[src/rtl/led_pattern_decoder.sv]
// Receive-side checker for the LED strip: works out which of the four strip patterns is playing and reports it with a lock flag and an error pulse.
// Optional feature: define STALL_TIMEOUT_EN to drop lock after TIMEOUT cycles of a frozen strip.
module led_pattern_decoder #(
    parameter int WIDTH   = 16,
    parameter int LOCK_N  = 4,
    parameter int TIMEOUT = 1024
) (
    input  logic             CLOCK,
    input  logic             RESET,
    input  logic [WIDTH-1:0] LEDs_strip,
    output logic [1:0]       MOD_det,
    output logic             locked,
    output logic             err
);

    typedef enum logic [1:0] {
        SEARCH = 2'd0,
        TRACK  = 2'd1,
        LOCKED = 2'd2
    } state_t;

    localparam logic [3:0] LOCK_N_C = 4'(LOCK_N);

    if (WIDTH < 4 || LOCK_N < 1 || LOCK_N > 15 || TIMEOUT < 1) begin : g_param_check
        $error("led_pattern_decoder: parameter out of range");
    end

    state_t           state_q, state_d;
    logic [WIDTH-1:0] s_q, s_d;
    logic [WIDTH-1:0] p_q, p_d;
    logic [3:0]       cnt_q, cnt_d;
    logic [1:0]       cand_q, cand_d;
    logic [1:0]       mod_q, mod_d;
    logic             locked_q, locked_d;
    logic             err_q, err_d;
    logic             evt;
    logic [3:0]       hit;
    logic [3:0]       cnt_inc;

`ifdef STALL_TIMEOUT_EN
    localparam int SW = $clog2(TIMEOUT + 1);
    localparam logic [SW-1:0] STALL_LAST = SW'(TIMEOUT - 1);
    logic [SW-1:0] stall_q, stall_d;
`endif

    // Expected next strip value if the previous sample belonged to mode m.
    function automatic logic [WIDTH-1:0] next_pat(input logic [1:0] m, input logic [WIDTH-1:0] p);
        logic [WIDTH-1:0] r;
        case (m)
            2'd0:    r = {p[WIDTH-2:0], p[WIDTH-1]};
            2'd1:    r = {p[0], p[WIDTH-1:1]};
            2'd2:    r = (&p) ? '0 : {p[WIDTH-2:0], 1'b1};
            default: r = ~p;
        endcase
        return r;
    endfunction

    function automatic logic [1:0] lowest_hit(input logic [3:0] h);
        logic [1:0] r;
        if (h[0])      r = 2'd0;
        else if (h[1]) r = 2'd1;
        else if (h[2]) r = 2'd2;
        else           r = 2'd3;
        return r;
    endfunction

    always_comb begin
        s_d = LEDs_strip;
        p_d = s_q;
        evt = (s_q != p_q);
        hit = '0;
        for (int m = 0; m < 4; m++) begin
            hit[m] = evt && (s_q == next_pat(2'(m), p_q));
        end
    end

    always_comb begin
        state_d = state_q;
        cnt_d   = cnt_q;
        cand_d  = cand_q;
        mod_d   = mod_q;
        err_d   = 1'b0;
        cnt_inc = cnt_q + 4'd1;
`ifdef STALL_TIMEOUT_EN
        stall_d = '0;
`endif
        if (evt) begin
            case (state_q)
                SEARCH: begin
                    if (|hit) begin
                        cand_d  = lowest_hit(hit);
                        cnt_d   = 4'd1;
                        state_d = (LOCK_N == 1) ? LOCKED : TRACK;
                    end
                end
                TRACK: begin
                    if (hit[cand_q]) begin
                        // cnt saturates at LOCK_N once the lock is reached
                        if (cnt_inc >= LOCK_N_C) begin
                            cnt_d   = LOCK_N_C;
                            state_d = LOCKED;
                        end else begin
                            cnt_d = cnt_inc;
                        end
                    end else if (|hit) begin
                        cand_d  = lowest_hit(hit);
                        cnt_d   = 4'd1;
                        state_d = (LOCK_N == 1) ? LOCKED : TRACK;
                    end else begin
                        cnt_d   = 4'd0;
                        state_d = SEARCH;
                    end
                end
                LOCKED: begin
                    if (!hit[cand_q]) begin
                        err_d = 1'b1;
                        if (|hit) begin
                            cand_d  = lowest_hit(hit);
                            cnt_d   = 4'd1;
                            state_d = TRACK;
                        end else begin
                            cnt_d   = 4'd0;
                            state_d = SEARCH;
                        end
                    end
                end
                default: begin
                    cnt_d   = 4'd0;
                    state_d = SEARCH;
                end
            endcase
        end
`ifdef STALL_TIMEOUT_EN
        else if (state_q == LOCKED) begin
            if (stall_q == STALL_LAST) begin
                err_d   = 1'b1;
                cnt_d   = 4'd0;
                state_d = SEARCH;
            end else begin
                stall_d = stall_q + 1'b1;
            end
        end
`endif
        if (state_d == LOCKED && state_q != LOCKED) begin
            mod_d = cand_d;
        end
        locked_d = (state_d == LOCKED);
    end

    always_ff @(posedge CLOCK or posedge RESET) begin
        if (RESET) begin
            state_q  <= SEARCH;
            s_q      <= '0;
            p_q      <= '0;
            cnt_q    <= '0;
            cand_q   <= '0;
            mod_q    <= '0;
            locked_q <= 1'b0;
            err_q    <= 1'b0;
`ifdef STALL_TIMEOUT_EN
            stall_q  <= '0;
`endif
        end else begin
            state_q  <= state_d;
            s_q      <= s_d;
            p_q      <= p_d;
            cnt_q    <= cnt_d;
            cand_q   <= cand_d;
            mod_q    <= mod_d;
            locked_q <= locked_d;
            err_q    <= err_d;
`ifdef STALL_TIMEOUT_EN
            stall_q  <= stall_d;
`endif
        end
    end

    assign MOD_det = mod_q;
    assign locked  = locked_q;
    assign err     = err_q;

endmodule

[config.mk]
export PLATFORM = sky130hd
export DESIGN_NAME = led_pattern_decoder
export DESIGN_NICKNAME = d
export VERILOG_FILES = /design/src/rtl/led_pattern_decoder.sv
export SDC_FILE = /design/constraint.sdc
export NUM_CORES = 1
export LEC_CHECK = 0
export ABC_AREA = 1
export BUFFER_PORTS_ARGS = -buffer_cell sky130_fd_sc_hd__buf_2
export CAP_MARGIN = 40
export CORE_ASPECT_RATIO = 1.2
export CORE_UTILIZATION = 29
export CTS_BUF_LIST = sky130_fd_sc_hd__clkbuf_4 sky130_fd_sc_hd__clkbuf_8
export CTS_CLUSTER_SIZE = 8
export DETAILED_ROUTE_END_ITERATION = 10
export GPL_TIMING_DRIVEN = 1
export MAX_ROUTING_LAYER = met4
export SETUP_SLACK_MARGIN = 0.5
export SYNTH_ARGS = -nofsm -noshare
export SYNTH_HDL_FRONTEND = slang
export SYNTH_SLANG_ARGS = --single-unit
export TNS_END_PERCENT = 5
[constraint.sdc]
create_clock -name CLOCK -period 5.05 [get_ports CLOCK]
set_input_delay 0 -clock CLOCK [delete_from_list [all_inputs] [get_ports CLOCK]]
set_output_delay 0 -clock CLOCK [all_outputs]
set_load 0.05 [all_outputs]
==> summary.txt <==
run status: complete, no violations
first-pass GRT wire length: 11100 um
I/O pin cnt: 22
Setup crit end kind: flop
worst hold-check path type: in2async
via density per instance: 4.50
number of hold-slack violations in the final timing report: 0
number of search-and-repair iterations in the first detailed-routing pass: 4
Die Area: 0.0101 mm^2
CTS tree: done
yosys synthesis warning count: 0
synthesized area divided by synthesized cell count: 7.30 um^2
Worst EP required: 5.25 ns
buffers added on ports: 21
number of sinks handled by clock tree synthesis: 44
count of routing violations after the opening detailed-route iteration: 82
overall track demand over capacity in global routing: 14.4%
maximum number of pins on one net before global-route repair: 24
wire length per cell after detailed routing: 11.3 um
CTS Buf Count: 5
Netlist Area Pre-Place: 0.00283 mm^2
Clock Tree Buf Depth: 2
Cells after Synth: 387
relative area change from synthesis to final layout: 20.3%
post-synthesis sequential element count: 44
hold_ws: 0.270 ns
setup repair after global routing missed its margin: false
class of the most critical setup path: reg2reg
Die Y-Extent: 110 um
Nets: 454
Cells after DPL: 530
total count of max-transition violations in the final report: 0
Arr. time, crit path: 2.55 ns
worst max-slew margin expressed relative to the limit: 66.3%
clock slew at the register clock pins of the worst setup and hold paths: 0.08 ns
count of standard-cell rows: 39
power density over the cells: 235 mW/mm^2
share of Yosys cell area claimed by the top area cell type: 39.0%
total negative slack: 0 ns
IR drop worst, VDD: 0.000107 V
count of unresolved DRC violations after routing: 0
number of distinct standard cells referenced by the synthesized netlist: 32
Routed Antenna Nets: 0
count of endpoints failing setup in the final report: 0
vias in the first global route: 2518
width of the die: 92.1 um
number of max-cap violations: 0
leakage power figure: 1.78 nW
starting utilization of the core area: 29.7%
Placed Area: 0.00310 mm^2
Core Area: 0.00952 mm^2
Finished Layout Cells: 555
final worst-path cycle share: 46.6%
final wirelength: 6290 um
number of inserted filler cells in the final layout: 1023
level count of the clock H-tree: 2
RePlAce Congestion: 0.937
number of nets in the synthesized netlist: 410
Worst Path Max Fanout: 7
number of diodes: 0
grt ovf: 0
portion of the post-synthesis area used by sequential elements: 39.0%
number of vias after detailed routing: 2499
fraction of final layout cells sized beyond drive strength 1: 19.7%
total power: 0.799 mW
clock insertion delay at the later pin of the skew report: 0.31 ns
final critical-path required period: 2.36 ns
clock root buffer master: sky130_fd_sc_hd__clkbuf_8
transition time of the tightest slew-check pin: 0.505 ns
detailed-placement wirelength estimate: 5090 um
number of antenna violations at the first check in global routing: 0
type of origin of the critical path: flop
Area contributors post-synth: sky130_fd_sc_hd__dfrtp_1 (39%), sky130_fd_sc_hd__nand2_1 (19%), sky130_fd_sc_hd__nor2_1 (5.3%)
Post-CTS Setup Bufs: 0
post-layout instance area: 0.00340 mm^2
cell type with the highest aggregate area in the netlist: sky130_fd_sc_hd__dfrtp_1
fmax: 0.425 GHz
maximum clock skew at final layout: 0.00344 ns
-- per-layer routing --
| metal | share of wire (%) | GRT usage, % |
|---|---|---|
| met1 | 41 | 15.0 |
| met2 | 51 | 25.9 |
| met3 | 3.0 | 2.47 |
| met4 | 4.8 | 8.59 |
| met5 | 0 | - |
-- cell type report --
cell class              count  area, um^2  area share, %
clock inverters             1        30.0          0.883
well taps                 123         154           4.53
repair buffers             39         303           8.91
inverters                  51         196           5.78
multi-input cells         290        1520           44.7
clock buffers               7        96.3           2.83
flip-flops and latches     44        1100           32.4
-- power breakdown --
| group | internal, mW | switching (mW) |
|---|---|---|
| logic | 0.0479 | 0.0599 |
| clock network | 0.175 | 0.122 |
| registers | 0.368 | 0.0259 |
-- synth_stat cells --
cell / number
sky130_fd_sc_hd__nand2_2: 10
sky130_fd_sc_hd__nand4_1: 16
sky130_fd_sc_hd__nor2_1: 40
sky130_fd_sc_hd__nor2_4: 5
sky130_fd_sc_hd__nor2_8: 1
sky130_fd_sc_hd__inv_1: 29
sky130_fd_sc_hd__xnor2_1: 7
sky130_fd_sc_hd__nand2_4: 1
sky130_fd_sc_hd__nand3_2: 6
sky130_fd_sc_hd__a21oi_1: 4
sky130_fd_sc_hd__nor3_1: 2
sky130_fd_sc_hd__clkinv_4: 1
sky130_fd_sc_hd__dfrtp_1: 44
sky130_fd_sc_hd__or2_2: 1
sky130_fd_sc_hd__clkinv_1: 1
sky130_fd_sc_hd__and2_1: 1
sky130_fd_sc_hd__inv_2: 20
sky130_fd_sc_hd__a21oi_2: 1
sky130_fd_sc_hd__o41ai_1: 1
sky130_fd_sc_hd__nand2_1: 141
sky130_fd_sc_hd__nand4_2: 2
sky130_fd_sc_hd__a21oi_4: 1
sky130_fd_sc_hd__o21ai_1: 4
sky130_fd_sc_hd__xor2_1: 14
sky130_fd_sc_hd__mux2_1: 1
sky130_fd_sc_hd__o21ai_0: 4
sky130_fd_sc_hd__o31ai_1: 1
sky130_fd_sc_hd__nor2_2: 4
sky130_fd_sc_hd__ha_1: 5
sky130_fd_sc_hd__nand3_1: 16
sky130_fd_sc_hd__buf_2: 2
sky130_fd_sc_hd__nand3_4: 1
-- flip-flops by register name, summed over array words and instances (netlist names) --
| signal | flops |
|---|---|
| p_q | 16 |
| state_q | 2 |
| MOD_det | 2 |
| err | 1 |
| cand_q | 2 |
| locked | 1 |
| p_d | 16 |
| cnt_q | 4 |
-- through the flow --
step / util (%) / worst slack [ns]
detailed placement: 32.6 / 2.69
finish: 35.7 / 2.69
global route: 35.7 / 2.48
CTS: 35.7 / 2.67
floorplan: - / 2.98
global placement: 32.3 / 2.74
-- logic make-up after synthesis --
logic type,Yosys count,share of synthesized area [%]
and+or+nand+nor,247,41.0
AOI/OAI and AO/OA,16,3.59
muxes,1,0.398
xor gates and xnor gates,21,6.51
DFF,44,39.0
adders and majority gates,5,2.21
buffers and inverters,53,7.30
-- placed cells by master (no fill, tap or decap), drive strengths merged, types with 2 or more instances in the layout --
| master | instances |
|---|---|
| a21oi | 6 |
| buf | 22 |
| clkbuf | 7 |
| clkinv | 2 |
| dfrtp | 44 |
| dlygate4sd3 | 17 |
| ha | 5 |
| inv | 49 |
| nand2 | 152 |
| nand3 | 23 |
| nand4 | 18 |
| nor2 | 50 |
| nor3 | 2 |
| o21ai | 8 |
| xnor2 | 7 |
| xor2 | 14 |
-- timing repair --
item	4_1_cts	5_1_grt
endpoints found under the hold margin	37	0
resized for setup	0	0
hold buffers	17	0
-- final timing paths --
path                       cells after the start              start                   end  slack [ns]
hold reg to reg                                0  p_d[13]$_DFF_PP0_     p_q[13]$_DFF_PP0_        0.47
hold / removal                                 3              RESET     p_d[12]$_DFF_PP0_        0.27
setup / recovery                              14   p_d[2]$_DFF_PP0_  cnt_q[0]$_DFFE_PP0P_        2.69
max in group asynchronous                      4              RESET      p_d[2]$_DFF_PP0_        4.30
min in group CLOCK                             2      LEDs_strip[4]      p_d[4]$_DFF_PP0_        0.33
setup reg to reg                              14   p_d[2]$_DFF_PP0_  cnt_q[0]$_DFFE_PP0P_        2.69
-- critical path, stage by stage (launching register included) --
cell                       delay, ns
sky130_fd_sc_hd__dfrtp_1        0.45
sky130_fd_sc_hd__nand2_1        0.10
sky130_fd_sc_hd__clkinv_1       0.05
sky130_fd_sc_hd__nor2_1         0.21
sky130_fd_sc_hd__nor2_1         0.08
sky130_fd_sc_hd__nand2_2        0.08
sky130_fd_sc_hd__nor2_4         0.04
sky130_fd_sc_hd__nand2_4        0.11
sky130_fd_sc_hd__clkinv_4       0.09
sky130_fd_sc_hd__nor2_4         0.18
sky130_fd_sc_hd__nand2_2        0.09
sky130_fd_sc_hd__nand3_4        0.11
sky130_fd_sc_hd__nand3_2        0.09
sky130_fd_sc_hd__nand3_1        0.20
sky130_fd_sc_hd__mux2_1         0.35
(Power assumes the default switching activity.)
